<file path="config.mk">
export PLATFORM = sky130hd
export DESIGN_NAME = spi_game_receiver
export DESIGN_NICKNAME = d
export VERILOG_FILES = /design/src/rtl/qbert_spi_pkg.sv /design/src/rtl/spi_sync.sv /design/src/rtl/spi_game_receiver.sv
export SDC_FILE = /design/constraint.sdc
export NUM_CORES = 1
export LEC_CHECK = 0
export BUFFER_PORTS_ARGS = -buffer_cell sky130_fd_sc_hd__clkbuf_2
export CAP_MARGIN = 10
export CORE_MARGIN = 3
export CORE_UTILIZATION = 40
export DETAILED_ROUTE_END_ITERATION = 6
export PLACE_DENSITY_LB_ADDON = 0.3
export SLEW_MARGIN = 20
export SYNTH_ARGS = -nofsm -noshare
export SYNTH_HDL_FRONTEND = slang
export SYNTH_HIERARCHICAL = 1
export SYNTH_SLANG_ARGS = --single-unit
</file>
<file path="constraint.sdc">
create_clock -name Avalon_CLK_50 -period 3 [get_ports Avalon_CLK_50]
set_input_delay 0 -clock Avalon_CLK_50 [delete_from_list [all_inputs] [get_ports Avalon_CLK_50]]
set_output_delay 0 -clock Avalon_CLK_50 [all_outputs]
set_load 0.03 [all_outputs]
</file>
<file path="src/rtl/qbert_spi_pkg.sv">
// Shared constants and types for the Q*bert SPI game-data receiver.
// Frame: header 0xA5, game_status, jump, acc, and (SPI_CHECKSUM_EN) an XOR checksum.
// Optional feature macro: SPI_CHECKSUM_EN adds the checksum byte and the CHECK state.
package qbert_spi_pkg;

  localparam int unsigned BYTE_W     = 8;
  localparam int unsigned BIT_CNT_W  = 3;
  localparam int unsigned BYTE_IDX_W = 3;

  localparam logic [BYTE_W-1:0] SPI_HEADER = 8'hA5;

  // Position of each byte within a frame
  localparam logic [BYTE_IDX_W-1:0] BYTE_HEADER = 3'd0;
  localparam logic [BYTE_IDX_W-1:0] BYTE_STATUS = 3'd1;
  localparam logic [BYTE_IDX_W-1:0] BYTE_JUMP   = 3'd2;
  localparam logic [BYTE_IDX_W-1:0] BYTE_ACC    = 3'd3;
  localparam logic [BYTE_IDX_W-1:0] BYTE_CSUM   = 3'd4;

  typedef enum logic [2:0] {
    ST_IDLE    = 3'd0,
    ST_HEADER  = 3'd1,
    ST_PAYLOAD = 3'd2,
    ST_COMMIT  = 3'd3,
    ST_DISCARD = 3'd4
`ifdef SPI_CHECKSUM_EN
    ,
    ST_CHECK   = 3'd5
`endif
  } spi_state_t;

  typedef struct packed {
    logic [BYTE_W-1:0] status;
    logic [BYTE_W-1:0] jump;
    logic [BYTE_W-1:0] acc;
  } spi_payload_t;

  function automatic logic [BYTE_W-1:0] payload_csum(input spi_payload_t p);
    return p.status ^ p.jump ^ p.acc;
  endfunction

endpackage

</file>
<file path="src/rtl/spi_sync.sv">
// Two-flop synchronizer plus a history flop for edge detection.
// Ports: Avalon_CLK_50/iRST_n clock and async active-low reset; din async input;
//        dout synchronized level; rise_c/fall_c single-cycle edge strobes (combinational).
// IDLE_LVL is the level the flops reset to, so no false edge appears at reset.
module spi_sync #(
  parameter logic IDLE_LVL = 1'b0
) (
  input  logic Avalon_CLK_50,
  input  logic iRST_n,
  input  logic din,
  output logic dout,
  output logic rise_c,
  output logic fall_c
);

  logic meta;
  logic sync;
  logic prev;

  always_ff @(posedge Avalon_CLK_50 or negedge iRST_n) begin
    if (!iRST_n) begin
      meta <= IDLE_LVL;
      sync <= IDLE_LVL;
      prev <= IDLE_LVL;
    end else begin
      meta <= din;
      sync <= meta;
      prev <= sync;
    end
  end

  assign dout   = sync;
  assign rise_c = sync & ~prev;
  assign fall_c = ~sync & prev;

endmodule

</file>
<file path="src/rtl/spi_game_receiver.sv">
// SPI mode-0 slave that receives game-data frames from the PIC32 and presents the
// last good payload to the MTL display controller.
// Ports: Avalon_CLK_50 clock, iRST_n async active-low reset;
//        iSPI_SCLK/iSPI_CS_n/iSPI_MOSI SPI pins (MSB first);
//        oSPI_game_status/oSPI_jump/oSPI_acc committed payload;
//        oFrame_valid / oFrame_err one-cycle pulses; oErr_count saturating reject count.
// Optional feature macro: SPI_CHECKSUM_EN (5-byte frames with XOR checksum).
module spi_game_receiver
  import qbert_spi_pkg::*;
(
  input  logic       Avalon_CLK_50,
  input  logic       iRST_n,
  input  logic       iSPI_SCLK,
  input  logic       iSPI_CS_n,
  input  logic       iSPI_MOSI,
  output logic [7:0] oSPI_game_status,
  output logic [7:0] oSPI_jump,
  output logic [7:0] oSPI_acc,
  output logic       oFrame_valid,
  output logic       oFrame_err,
  output logic [7:0] oErr_count
);

  logic sclk_lvl_unused, sclk_rise_c, sclk_fall_unused;
  logic cs_sync, cs_rise_c, cs_fall_c;
  logic mosi_sync, mosi_rise_unused, mosi_fall_unused;

  spi_sync #(.IDLE_LVL(1'b0)) u_sync_sclk (
    .Avalon_CLK_50(Avalon_CLK_50), .iRST_n(iRST_n), .din(iSPI_SCLK),
    .dout(sclk_lvl_unused), .rise_c(sclk_rise_c), .fall_c(sclk_fall_unused)
  );

  spi_sync #(.IDLE_LVL(1'b1)) u_sync_cs (
    .Avalon_CLK_50(Avalon_CLK_50), .iRST_n(iRST_n), .din(iSPI_CS_n),
    .dout(cs_sync), .rise_c(cs_rise_c), .fall_c(cs_fall_c)
  );

  spi_sync #(.IDLE_LVL(1'b0)) u_sync_mosi (
    .Avalon_CLK_50(Avalon_CLK_50), .iRST_n(iRST_n), .din(iSPI_MOSI),
    .dout(mosi_sync), .rise_c(mosi_rise_unused), .fall_c(mosi_fall_unused)
  );

  spi_state_t               state_q, state_d;
  logic [BYTE_W-2:0]        shift_q;     // seven older bits; the live MOSI sample is the eighth
  logic [BIT_CNT_W-1:0]     bit_cnt_q;
  logic [BYTE_IDX_W-1:0]    byte_idx_q;
  spi_payload_t             shadow_q;
  logic [1:0]               settle_q;
  logic                     armed_q;

  logic                     rx_state_c;
  logic                     sample_c;
  logic                     byte_done_c;
  logic [BYTE_W-1:0]        byte_c;
  logic                     err_c;

  // Receiving states; DISCARD and IDLE ignore SCLK entirely
  always_comb begin
    rx_state_c = (state_q == ST_HEADER) || (state_q == ST_PAYLOAD)
`ifdef SPI_CHECKSUM_EN
                 || (state_q == ST_CHECK)
`endif
                 ;
  end

  // A CS rise coincident with an SCLK rise still takes that final bit
  assign sample_c    = rx_state_c & sclk_rise_c & (~cs_sync | cs_rise_c);
  assign byte_done_c = sample_c & (bit_cnt_q == 3'd7);
  assign byte_c      = {shift_q, mosi_sync};

  // FSM state register
  always_ff @(posedge Avalon_CLK_50 or negedge iRST_n) begin
    if (!iRST_n) state_q <= ST_IDLE;
    else         state_q <= state_d;
  end

  // FSM next state and error strobe; a completed byte wins over a coincident CS rise
  always_comb begin
    state_d = state_q;
    err_c   = 1'b0;
    unique case (state_q)
      ST_IDLE: begin
        if (cs_fall_c && armed_q) state_d = ST_HEADER;
      end
      ST_HEADER: begin
        if (byte_done_c && (byte_c == SPI_HEADER) && !cs_rise_c) begin
          state_d = ST_PAYLOAD;
        end else if (byte_done_c || cs_rise_c) begin
          err_c   = 1'b1;
          state_d = cs_rise_c ? ST_IDLE : ST_DISCARD;
        end
      end
      ST_PAYLOAD: begin
        if (byte_done_c && (byte_idx_q == BYTE_ACC)) begin
`ifdef SPI_CHECKSUM_EN
          if (cs_rise_c) begin
            err_c   = 1'b1;
            state_d = ST_IDLE;
          end else begin
            state_d = ST_CHECK;
          end
`else
          state_d = ST_COMMIT;
`endif
        end else if (cs_rise_c) begin
          err_c   = 1'b1;
          state_d = ST_IDLE;
        end
      end
`ifdef SPI_CHECKSUM_EN
      ST_CHECK: begin
        if (byte_done_c) begin
          if (byte_c == payload_csum(shadow_q)) begin
            state_d = ST_COMMIT;
          end else begin
            err_c   = 1'b1;
            state_d = cs_rise_c ? ST_IDLE : ST_DISCARD;
          end
        end else if (cs_rise_c) begin
          err_c   = 1'b1;
          state_d = ST_IDLE;
        end
      end
`endif
      // CS may already be high if it rose with the last bit; skip DISCARD then
      ST_COMMIT: begin
        state_d = cs_sync ? ST_IDLE : ST_DISCARD;
      end
      ST_DISCARD: begin
        if (cs_rise_c) state_d = ST_IDLE;
      end
      default: state_d = ST_IDLE;
    endcase
  end

  // Datapath: shifter, counters, shadow payload and registered outputs
  always_ff @(posedge Avalon_CLK_50 or negedge iRST_n) begin
    if (!iRST_n) begin
      shift_q          <= '0;
      bit_cnt_q        <= '0;
      byte_idx_q       <= BYTE_HEADER;
      shadow_q         <= '0;
      settle_q         <= '0;
      armed_q          <= 1'b0;
      oSPI_game_status <= '0;
      oSPI_jump        <= '0;
      oSPI_acc         <= '0;
      oFrame_valid     <= 1'b0;
      oFrame_err       <= 1'b0;
      oErr_count       <= '0;
    end else begin
      // After reset, only arm once the synchronizers hold real pin values and CS is high,
      // so a frame cut by reset is never picked up halfway
      if (settle_q != 2'd3) settle_q <= settle_q + 2'd1;
      else if (cs_sync)     armed_q  <= 1'b1;

      if (state_q == ST_IDLE) begin
        shift_q    <= '0;
        bit_cnt_q  <= '0;
        byte_idx_q <= BYTE_HEADER;
      end else if (sample_c) begin
        shift_q   <= byte_c[BYTE_W-2:0];
        bit_cnt_q <= bit_cnt_q + 3'd1;
        if (bit_cnt_q == 3'd7) byte_idx_q <= byte_idx_q + 3'd1;
      end

      if (byte_done_c && (state_q == ST_PAYLOAD)) begin
        case (byte_idx_q)
          BYTE_STATUS: shadow_q.status <= byte_c;
          BYTE_JUMP:   shadow_q.jump   <= byte_c;
          BYTE_ACC:    shadow_q.acc    <= byte_c;
          default:     ;
        endcase
      end

      oFrame_valid <= (state_q == ST_COMMIT);
      oFrame_err   <= err_c;
      if (state_q == ST_COMMIT) begin
        oSPI_game_status <= shadow_q.status;
        oSPI_jump        <= shadow_q.jump;
        oSPI_acc         <= shadow_q.acc;
      end
      if (err_c && (oErr_count != 8'hFF)) oErr_count <= oErr_count + 8'd1;
    end
  end

endmodule

</file>
==> results of run 1 <==
-- stage by stage --
stage / util (%) / area [sq um] / instances / worst slack [ns]
global placement: 44.9 / 3750 / 394 / 0.610
CTS: 47.8 / 3990 / 413 / 0.447
global route: 47.8 / 3990 / 413 / 0.284
detailed placement: 44.9 / 3750 / 394 / 0.450
floorplan: - / 3480 / 260 / 0.815
finish: 47.8 / 3990 / 413 / 0.463
-- sequential cells by signal, summed over array words and instances, names as in the netlist, 2 cells and up --
name / count
settle_q: 2
oSPI_acc: 8
oSPI_jump: 8
oSPI_game_status: 8
shadow_q: 24
shift_q: 7
byte_idx_q: 3
state_q: 3
oErr_count: 8
bit_cnt_q: 3
-- power by group through the flow --
stage / combinational (uW) / sequential [uW] / clock [uW]
floorplan: 233 / 1320 / 0
global placement: 347 / 1300 / 0
detailed placement: 356 / 1300 / 0
CTS: 360 / 1280 / 823
global route: 397 / 1290 / 870
finish: 355 / 1280 / 799
-- path summary, 6_finish.rpt --
| kind | startpoint | endpoint | slack (ns) | depth (start not counted) |
|---|---|---|---|---|
| min in group Avalon_CLK_50 | iSPI_MOSI | u_sync_mosi/meta$_DFF_PN0_ | 0.29 | 2 |
| worst min-delay path | iRST_n | oFrame_valid$_DFF_PN0_ | 0.25 | 2 |
| worst max-delay path | u_sync_cs/dout$_DFF_PN1_ | shadow_q[15]$_DFFE_PN0P_ | 0.46 | 7 |
| worst max register to register | u_sync_cs/dout$_DFF_PN1_ | shadow_q[15]$_DFFE_PN0P_ | 0.46 | 7 |
| worst min register to register | u_sync_sclk/meta$_DFF_PN0_ | u_sync_sclk/dout$_DFF_PN0_ | 0.35 | 0 |
| max in group asynchronous | iRST_n | byte_idx_q[1]$_DFFE_PN0P_ | 2.22 | 2 |
-- routing by layer --
layer,track usage (%),wire length (um)
met2,22.2,2830
met3,4.42,260
met1,16.0,2620
met5,0,0
met4,4.10,70
-- layout make-up --
class | count | area (sq um)
clock buffers | 11 | 141
clock inverters | 4 | 56.3
fillers | 769 | 4350
inverters | 8 | 30.0
multi-input cells | 156 | 1250
flip-flops and latches | 85 | 2130
well taps | 105 | 131
repair buffers | 44 | 251
==> impl_results.md, run 1 <==
* CP Class: reg -> reg
* H-tree levels at 3
* Worst Setup End Kind: register
* Leak at 0.00199 uW
* Clk_skew at 0.0137 ns
* Max_slew headroom at between 40% and 50%
* Critical path arrival at 2.77 ns
* Clk_lat worst skew at approximately 0.35 ns
* Max clock buf depth at 2
* Most common cell after layout, fill and taps aside: dfrtp_1
* Minimum clock period at 2.54 ns
* Routed vias at 2062
* Antenna violations before repair at 0
* Period utilization at a little over four fifths
* Critical path, cell by cell: nor2b_1 -> nor2b_1 -> nor4b_4 -> nand2_2 -> nor2_2 -> and3_1 -> mux2_1
* Peak VDD IR at 0.468 mV
* GP Congestion at 0.847
* Tightest Hold Check Type: in -> async
* I/O pins at 39
* Top delay family on crit path: simple AND/OR/NAND/NOR gates
* Starting density of the core at 41.7%
* Setup TNS at 0 ns
* Post-DR wirelength/cell at 14.0 um
* DRC violations left at 0
* Final #Nets at 317
* Tot Pwr at 2430 uW
* Diodes inserted at 0
* Post-Syn Area at 3480 sq um
* Die area at 9850 sq um
* Warning count from the yosys run at 6
* DR iter-0 viols at 45
* Resized Gates After CTS at 0
* Post-Syn Instances at 260
* Pin count of the biggest net entering global routing at 86
* # rows at 33
* CP Launch Type: register
* RSZ-0062 raised after global routing: no
* Hold_ws at 0.247 ns
* CTS tree: yes
* DR pass1 iterations at 4
* Post-route antenna net violation count at 0
* CTS Sinks at 85
* Detail Placement HPWL at 3.83 mm
* Fin. Hold Viols at 0
* CTS root buffer: clkbuf_8
* Pwr Density at 610 nW/um^2
* Sequential Power Share at 52.6%
* Final setup violation count at 0
* Postcts setup bufs at 0
* P_sw at 706 uW
* Die H at 99.3 um
* Worst Tran Pin Value at 0.801 ns
* Mean post-synth cell area at 13.4 sq um
* Worst-path clk slew at 0.08 ns
* Core Footprint at 8340 sq um
* Comb pwr share at 14.6%
* Routed wire length at 5.78 mm
* Status: completed
* Max stage delay cell, worst path: dfstp_2
* Vias in the first global route at 2123
* Input/output buffers at 38
* Vias per inst at 4.99
* Max cap viols at 0
* Internal power at approximately 1700 uW
* Hold_buf cts at 4
* Share of cells above drive strength 1 at 31.8%
* Clock buffer count from CTS at 9
* Crit path top cell by count: nor2b_1
* Worst-path maximum fanout at 9
* Total GRT Usage at a little over an eighth
* Die X at 99.3 um
* First-pass GRT wire length at 10.3 mm
* Achievable Freq at 394 MHz
* Crit-path max cell delay at 0.56 ns
* Total grt overflow at 0
* Post-Syn Nets at 273
* CP Buf/Inv Count at 0
* Slew Limit Fails at 0
* Sw frac at approximately 29%
* Area growth, synth to finish at 14.7%
* CP required at 3.23 ns
* Clk network pwr share at 32.8%
* Commonest non-fill, non-tap cells in the layout: dfrtp_1 (82), clkbuf_2 (37), mux2_2 (33), nand2_1 (22), mux2_1 (18)
Power figures use the tool's default switching activity.
==> run 2: changes to the inputs <==
Clock period 3 ns to 2.1 ns, I/O delays scaled along.
==> run 2 against run 1 <==
Sequential cell count unchanged. Global-route usage increased by 0.77 points. Cell area grew 9.3%. Maximum frequency rose by 27%. Sequential power rose by 41%. Non-clock buffer count increased by 32. Worst hold slack worse by 0.065 ns. Via count is 9.0% higher. Setup slack got worse by 0.36 ns. Final cell count grew 8.0%. Largest power group unchanged. Highest routed layer unchanged.
==> impl_results.md, run 2 (synthesis gave the netlist of run 1 again) <==
* Status: completed
* Diodes inserted at 0 (unchanged)
* Pwr Density at 858 nW/um^2 (+41%)
* CP required at 2.34 ns (-0.89 ns)
* Worst-path maximum fanout at 8 (-1)
* RSZ-0062 raised after global routing: yes
* Die area at 9850 sq um (unchanged)
* Max FFs per register at 24 (unchanged)
* Total grt overflow at 0 (unchanged)
* H-tree levels at 3 (unchanged)
* DR pass1 iterations at 4 (unchanged)
* Largest Register: shadow_q
* DRC violations left at 0 (unchanged)
* Tightest Hold Check Type: in -> async
* Final #Nets at 349 (+10%)
* CTS Sinks at 85 (unchanged)
* Vias per inst at 5.04 (+0.95%)
* Antenna violations before repair at 0 (unchanged)
* GP Congestion at 0.802 (-5.4%)
* I/O pins at 39 (unchanged)
* DR iter-0 viols at 56 (+24%)
* WL met3 at 259 um (-0.38%)
* Minimum clock period at 2.00 ns (-0.538 ns)
* Share of cells above drive strength 1 at 42.2% (+10 points)
* Slew Limit Fails at 0 (unchanged)
* Highest metal used: met4
* Peak VDD IR at 0.682 mV (+46%)
* Post-route antenna net violation count at 0 (unchanged)
* Routed wire length at 6.27 mm (+8.6%)
* Period utilization at 95.2% (+11 points)
* Input/output buffers at 38 (unchanged)
* Die H at 99.3 um (unchanged)
* Fillcell total at 738 (-4.0%)
* Metal2 WL at 3.10 mm (+9.7%)
* Achievable Freq at 500 MHz (+27%)
* Die X at 99.3 um (unchanged)
* Setup TNS at 0 ns (unchanged)
* First-pass GRT wire length at 10.8 mm (+4.9%)
* Pin count of the biggest net entering global routing at 46 (-47%)
* Worst Tran Pin Value at 0.563 ns (-0.238 ns)
* Routed vias at 2248 (+9.0%)
* Worst Setup End Kind: register
* Final setup violation count at 0 (unchanged)
* Starting density of the core at 41.7% (unchanged)
* Max cap viols at 0 (unchanged)
* CTS root buffer: clkbuf_8
* Area growth, synth to finish at 25.4%
* Total GRT Usage at 14.0% (+0.77 points)
* Fin. Hold Viols at 0 (unchanged)
* Post-DR wirelength/cell at 14.1 um (+0.55%)
* Clock buffer count from CTS at 9 (unchanged)
* # rows at 33 (unchanged)
* Hold_ws at 0.181 ns (-0.0655 ns)
* Max_slew headroom at 62.5% (+16 points)
* Commonest non-fill, non-tap cells in the layout: dfrtp_1 (82), clkbuf_2 (37), mux2_2 (33), buf_4 (31), nand2_1 (22)
* CP Launch Type: register
* Leak at 0.00219 uW (+9.7%)
* Max clock buf depth at 2 (unchanged)
* Clk_skew at 0.00849 ns (-0.00525 ns)
* CTS tree: yes
* Detail Placement HPWL at 4.31 mm (+13%)
* Core Footprint at 8340 sq um (unchanged)
* Wl on met1 at 2.83 mm (+8.2%)
* Critical path arrival at 2.24 ns (-0.53 ns)
* Clk_lat worst skew at 0.35 ns (about the same)
* Most common cell after layout, fill and taps aside: dfrtp_1
* Worst-path clk slew at 0.08 ns (about the same)
* CP Class: reg -> reg
* Vias in the first global route at 2258 (+6.4%)
[run 2: cell types whose count changed in the layout (fill, tap and decap cells not counted), sizes merged]
cell / before / now
buf: 3 / 35
bufinv: 1 / 2
inv: 9 / 8
clkinv: 2 / 3
[run 2: area by class of cell]
cell class / count / area [sq um] / area share (%)
clock inverters: 5 / 82.6 / 1.89
well taps: 105 / 131 / 3.01
clock buffers: 11 / 151 / 3.47
flip-flops and latches: 85 / 2130 / 48.9
inverters: 8 / 30.0 / 0.688
multi-input cells: 156 / 1310 / 29.9
repair buffers: 76 / 529 / 12.1
[run 2: path summary, 6_finish.rpt]
path,from,to,slack (ns),cells past startpoint
min,iRST_n,u_sync_mosi/meta$_DFF_PN0_,0.18,2
min in group Avalon_CLK_50,iSPI_CS_n,u_sync_cs/meta$_DFF_PN1_,0.28,2
min reg2reg,u_sync_sclk/meta$_DFF_PN0_,u_sync_sclk/dout$_DFF_PN0_,0.36,0
max,u_sync_cs/dout$_DFF_PN1_,shadow_q[12]$_DFFE_PN0P_,0.10,8
max in group asynchronous,iRST_n,u_sync_cs/meta$_DFF_PN1_,1.23,3
max reg2reg,u_sync_cs/dout$_DFF_PN1_,shadow_q[12]$_DFFE_PN0P_,0.10,8
[run 2: report_power, final]
part | internal, uW | switching, uW | total [uW]
clock network | 737 | 568 | 1300
registers | 1720 | 95.8 | 1810
logic | 247 | 378 | 625
[run 2: through the flow]
stage	std cells	util, %	worst slack, ns	power (uW)	area, sq um
after floorplan	260	-	0.0210	2220	3490
after global placement	420	47.8	0.00306	2430	3990
after detailed placement	420	47.8	-0.0216	2440	3990
after CTS	441	51.2	0.00576	3780	4270
after global routing	446	52.3	-0.0371	3940	4360
final	446	52.3	0.101	3740	4360
[run 2: critical path: stages, from the launching register on]
cell     delay, ns
dfstp_2       0.54
nor2b_4       0.14
nor2b_2       0.06
nor4b_4       0.24
nand2_2       0.11
nor2_4        0.14
and3_4        0.21
buf_12        0.12
mux2_1        0.32
[run 2: per-layer routing]
layer | global-route usage, % | vias to the layer above
li1 | - | 1052
met1 | 16.8 | 1143
met2 | 23.6 | 46
met3 | 4.42 | 7
met4 | 4.94 | 0
met5 | 0 | -
[run 2: what timing repair did]
item                       4_1_cts  5_1_grt
pin swaps                        1        5
hold endpoints to repair        45        0
resized for setup                1       14
hold buffers                     4        0
setup endpoints to repair        3       24
setup buffers                    1        5
==> run 3: changes to the inputs <==
Settings changed: CELL_PAD_IN_SITES_DETAIL_PLACEMENT from default to 1, CELL_PAD_IN_SITES_GLOBAL_PLACEMENT from default to 1, SLEW_MARGIN 20 to default.
==> run 3 against run 2 <==
Routed wire length increased by 16%. Largest power group unchanged. Sequential power barely moved. Critical endpoint is now shadow_q[14]$_DFFE_PN0P_. Power shrank 6.3%. Combinational power up 1%.
==> impl_results.md, run 3 (synthesis gave the netlist of run 1 again) <==
* Clk_skew at 0.0121 ns (+0.00356 ns)
* Total GRT Usage at 15.5% (+1.6 points)
* Fin. Hold Viols at 0 (unchanged)
* CTS tree: yes
* Status: completed
* Flop2flop setup slack at 0.1 ns (about the same)
* Die X at 99.3 um (unchanged)
* Vias per inst at 5.03 (-0.12%)
* First-pass GRT wire length at 12.0 mm (+11%)
* Antenna violations before repair at 0 (unchanged)
* # rows at 33 (unchanged)
* DR pass1 iterations at 4 (unchanged)
* Vias in the first global route at 2410 (+6.7%)
* Leak at 0.00211 uW (-3.6%)
* DR iter-0 viols at 41 (-27%)
* H-tree levels at 3 (unchanged)
* Met2 usage at 26.9% (+3.3 points)
* Met1 usage at 18.6% (+1.8 points)
* Final setup violation count at 0 (unchanged)
* Minimum clock period at 2.00 ns (+0.00249 ns)
* Worst R2R End: shadow_q[14]$_DFFE_PN0P_
* GP Congestion at 0.745 (-7.1%)
* Worst-path clk slew at 0.09 ns (about the same)
* Routed wire length at 7.27 mm (+16%)
* Area growth, synth to finish at 22.7%
* Clk_lat worst skew at 0.36 ns (about the same)
* RSZ-0062 raised after global routing: yes
* Largest Register: shadow_q
* CTS root buffer: clkbuf_8
* Starting density of the core at 41.7% (unchanged)
* Diodes inserted at 0 (unchanged)
* Finished Cell Area at 4270 sq um (-2.2%)
* Share of cells above drive strength 1 at 44.3% (+2.0 points)
* Peak VDD IR at 0.547 mV (-20%)
* Tightest Hold Check Type: in -> async
* Worst Setup End Kind: register
* Clock buffer count from CTS at 9 (unchanged)
* Worst-path maximum fanout at 8 (unchanged)
* Fillcell total at 881 (+19%)
* Commonest non-fill, non-tap cells in the layout: dfrtp_1 (81), clkbuf_2 (37), mux2_2 (33), buf_4 (23), nand2_1 (22)
* Max clock buf depth at 2 (unchanged)
* Routed vias at 2200 (-2.1%)
* Pin count of the biggest net entering global routing at 41 (-11%)
* Post-route antenna net violation count at 0 (unchanged)
* Die H at 99.3 um (unchanged)
* Die area at 9850 sq um (unchanged)
* CTS Sinks at 85 (unchanged)
* Slew Limit Fails at 0 (unchanged)
* Most common cell after layout, fill and taps aside: dfrtp_1
* Post-DR wirelength/cell at 16.6 um (+18%)
* Total grt overflow at 0 (unchanged)
* Reg2Reg Depth at 8 (unchanged)
* Detail Placement HPWL at 5.16 mm (+20%)
* Max cap viols at 0 (unchanged)
* I/O pins at 39 (unchanged)
* Core Footprint at 8340 sq um (unchanged)
* Tot Pwr at 3510 uW (-6.3%)
* Placed Area at 3970 sq um (-0.38%)
* Core Util, Final at 51.2% (-1.1 points)
* Period utilization at 95.3% (+0.12 points)
* Busiest grt layer: met2
* Achievable Freq at 500 MHz (-0.12%)
* DRC violations left at 0 (unchanged)
* CP required at 2.35 ns (about the same)
* CP Launch Type: register
* Input/output buffers at 38 (unchanged)
* CP Class: reg -> reg
* Global Route met3 Usage at 3.72% (-0.70 points)
* Final #Nets at 340 (-2.6%)
* Postcts setup bufs at 0 (-1)
* Pwr Density at 822 nW/um^2 (-4.2%)
* R2r startpoint: u_sync_cs/dout$_DFF_PN1_
* Setup TNS at 0 ns (unchanged)
* Critical path arrival at 2.25 ns (about the same)
* Max FFs per register at 24 (unchanged)
* Max_slew headroom at 65.2% (+2.7 points)
* Worst Tran Pin Value at 0.523 ns (-0.0401 ns)
-- run 3: worst max-delay path, cell delays in order, from the launching register on --
cell	delay, ns
dfstp_2	0.54
nor2b_4	0.15
nor2b_2	0.06
nor4b_4	0.25
nand2_2	0.12
nor2_4	0.14
and3_4	0.20
buf_12	0.13
mux2_4	0.30
-- run 3: worst max-delay path by stage --
stage / start / slack [ns] / to / cells after the start
finish: u_sync_cs/dout$_DFF_PN1_ / 0.1 / shadow_q[14]$_DFFE_PN0P_ / 8
global placement: byte_idx_q[1]$_DFFE_PN0P_ / 0.006 / oErr_count[6]$_DFFE_PN0P_ / 8
detailed placement: byte_idx_q[1]$_DFFE_PN0P_ / -0.05 / oErr_count[6]$_DFFE_PN0P_ / 8
floorplan: u_sync_cs/dout$_DFF_PN1_ / 0.02 / shadow_q[10]$_DFFE_PN0P_ / 8
global route: u_sync_cs/dout$_DFF_PN1_ / -0.04 / shadow_q[14]$_DFFE_PN0P_ / 8
CTS: u_sync_cs/dout$_DFF_PN1_ / 0.006 / shadow_q[14]$_DFFE_PN0P_ / 8
-- run 3: power by group --
group / internal (uW) / leakage, uW / switching (uW) / total, uW
Clock: 442 / 0.0000866 / 621 / 1060
Sequential: 1720 / 0.00114 / 94.2 / 1810
Combinational: 239 / 0.000881 / 395 / 634
Total: 2400 / 0.00211 / 1110 / 3510
-- run 3: metrics by stage --
step | setup WS (ns) | std cells | hold slack [ns]
2_1_floorplan | 0.0210 | 260 | -0.296
3_3_place_gp | 0.00587 | 418 | 0.00899
3_5_place_dp | -0.0468 | 418 | 0.0121
4_1_cts | 0.00612 | 438 | 0.152
5_1_grt | -0.0448 | 437 | 0.185
6_report | 0.0985 | 437 | 0.151
-- run 3: routing by layer --
| metal | wire length (um) | up-vias | part of all wire [%] |
|---|---|---|---|
| met3 | 237 | 9 | 3.3 |
| met1 | 3100 | 1127 | 43 |
| li1 | - | 1032 | - |
| met2 | 3840 | 32 | 53 |
| met5 | 0 | - | 0 |
| met4 | 94 | 0 | 1.3 |
-- run 3: area by class of cell --
cell class	instances	area (sq um)	share of cell area, %
Sequential cell	85	2130	50.0
Multi-Input combinational cell	156	1350	31.5
Timing Repair Buffer	67	449	10.5
Tap cell	105	131	3.08
Clock buffer	9	124	2.90
Clock inverter	7	55.1	1.29
Inverter	8	30.0	0.704
-- run 3: repair_timing --
item | CTS | global route
setup endpoints to repair | 6 | 28
pin swaps | 1 | 5
hold buffers | 4 | 0
hold endpoints to repair | 41 | 0
resized for setup | 3 | 23
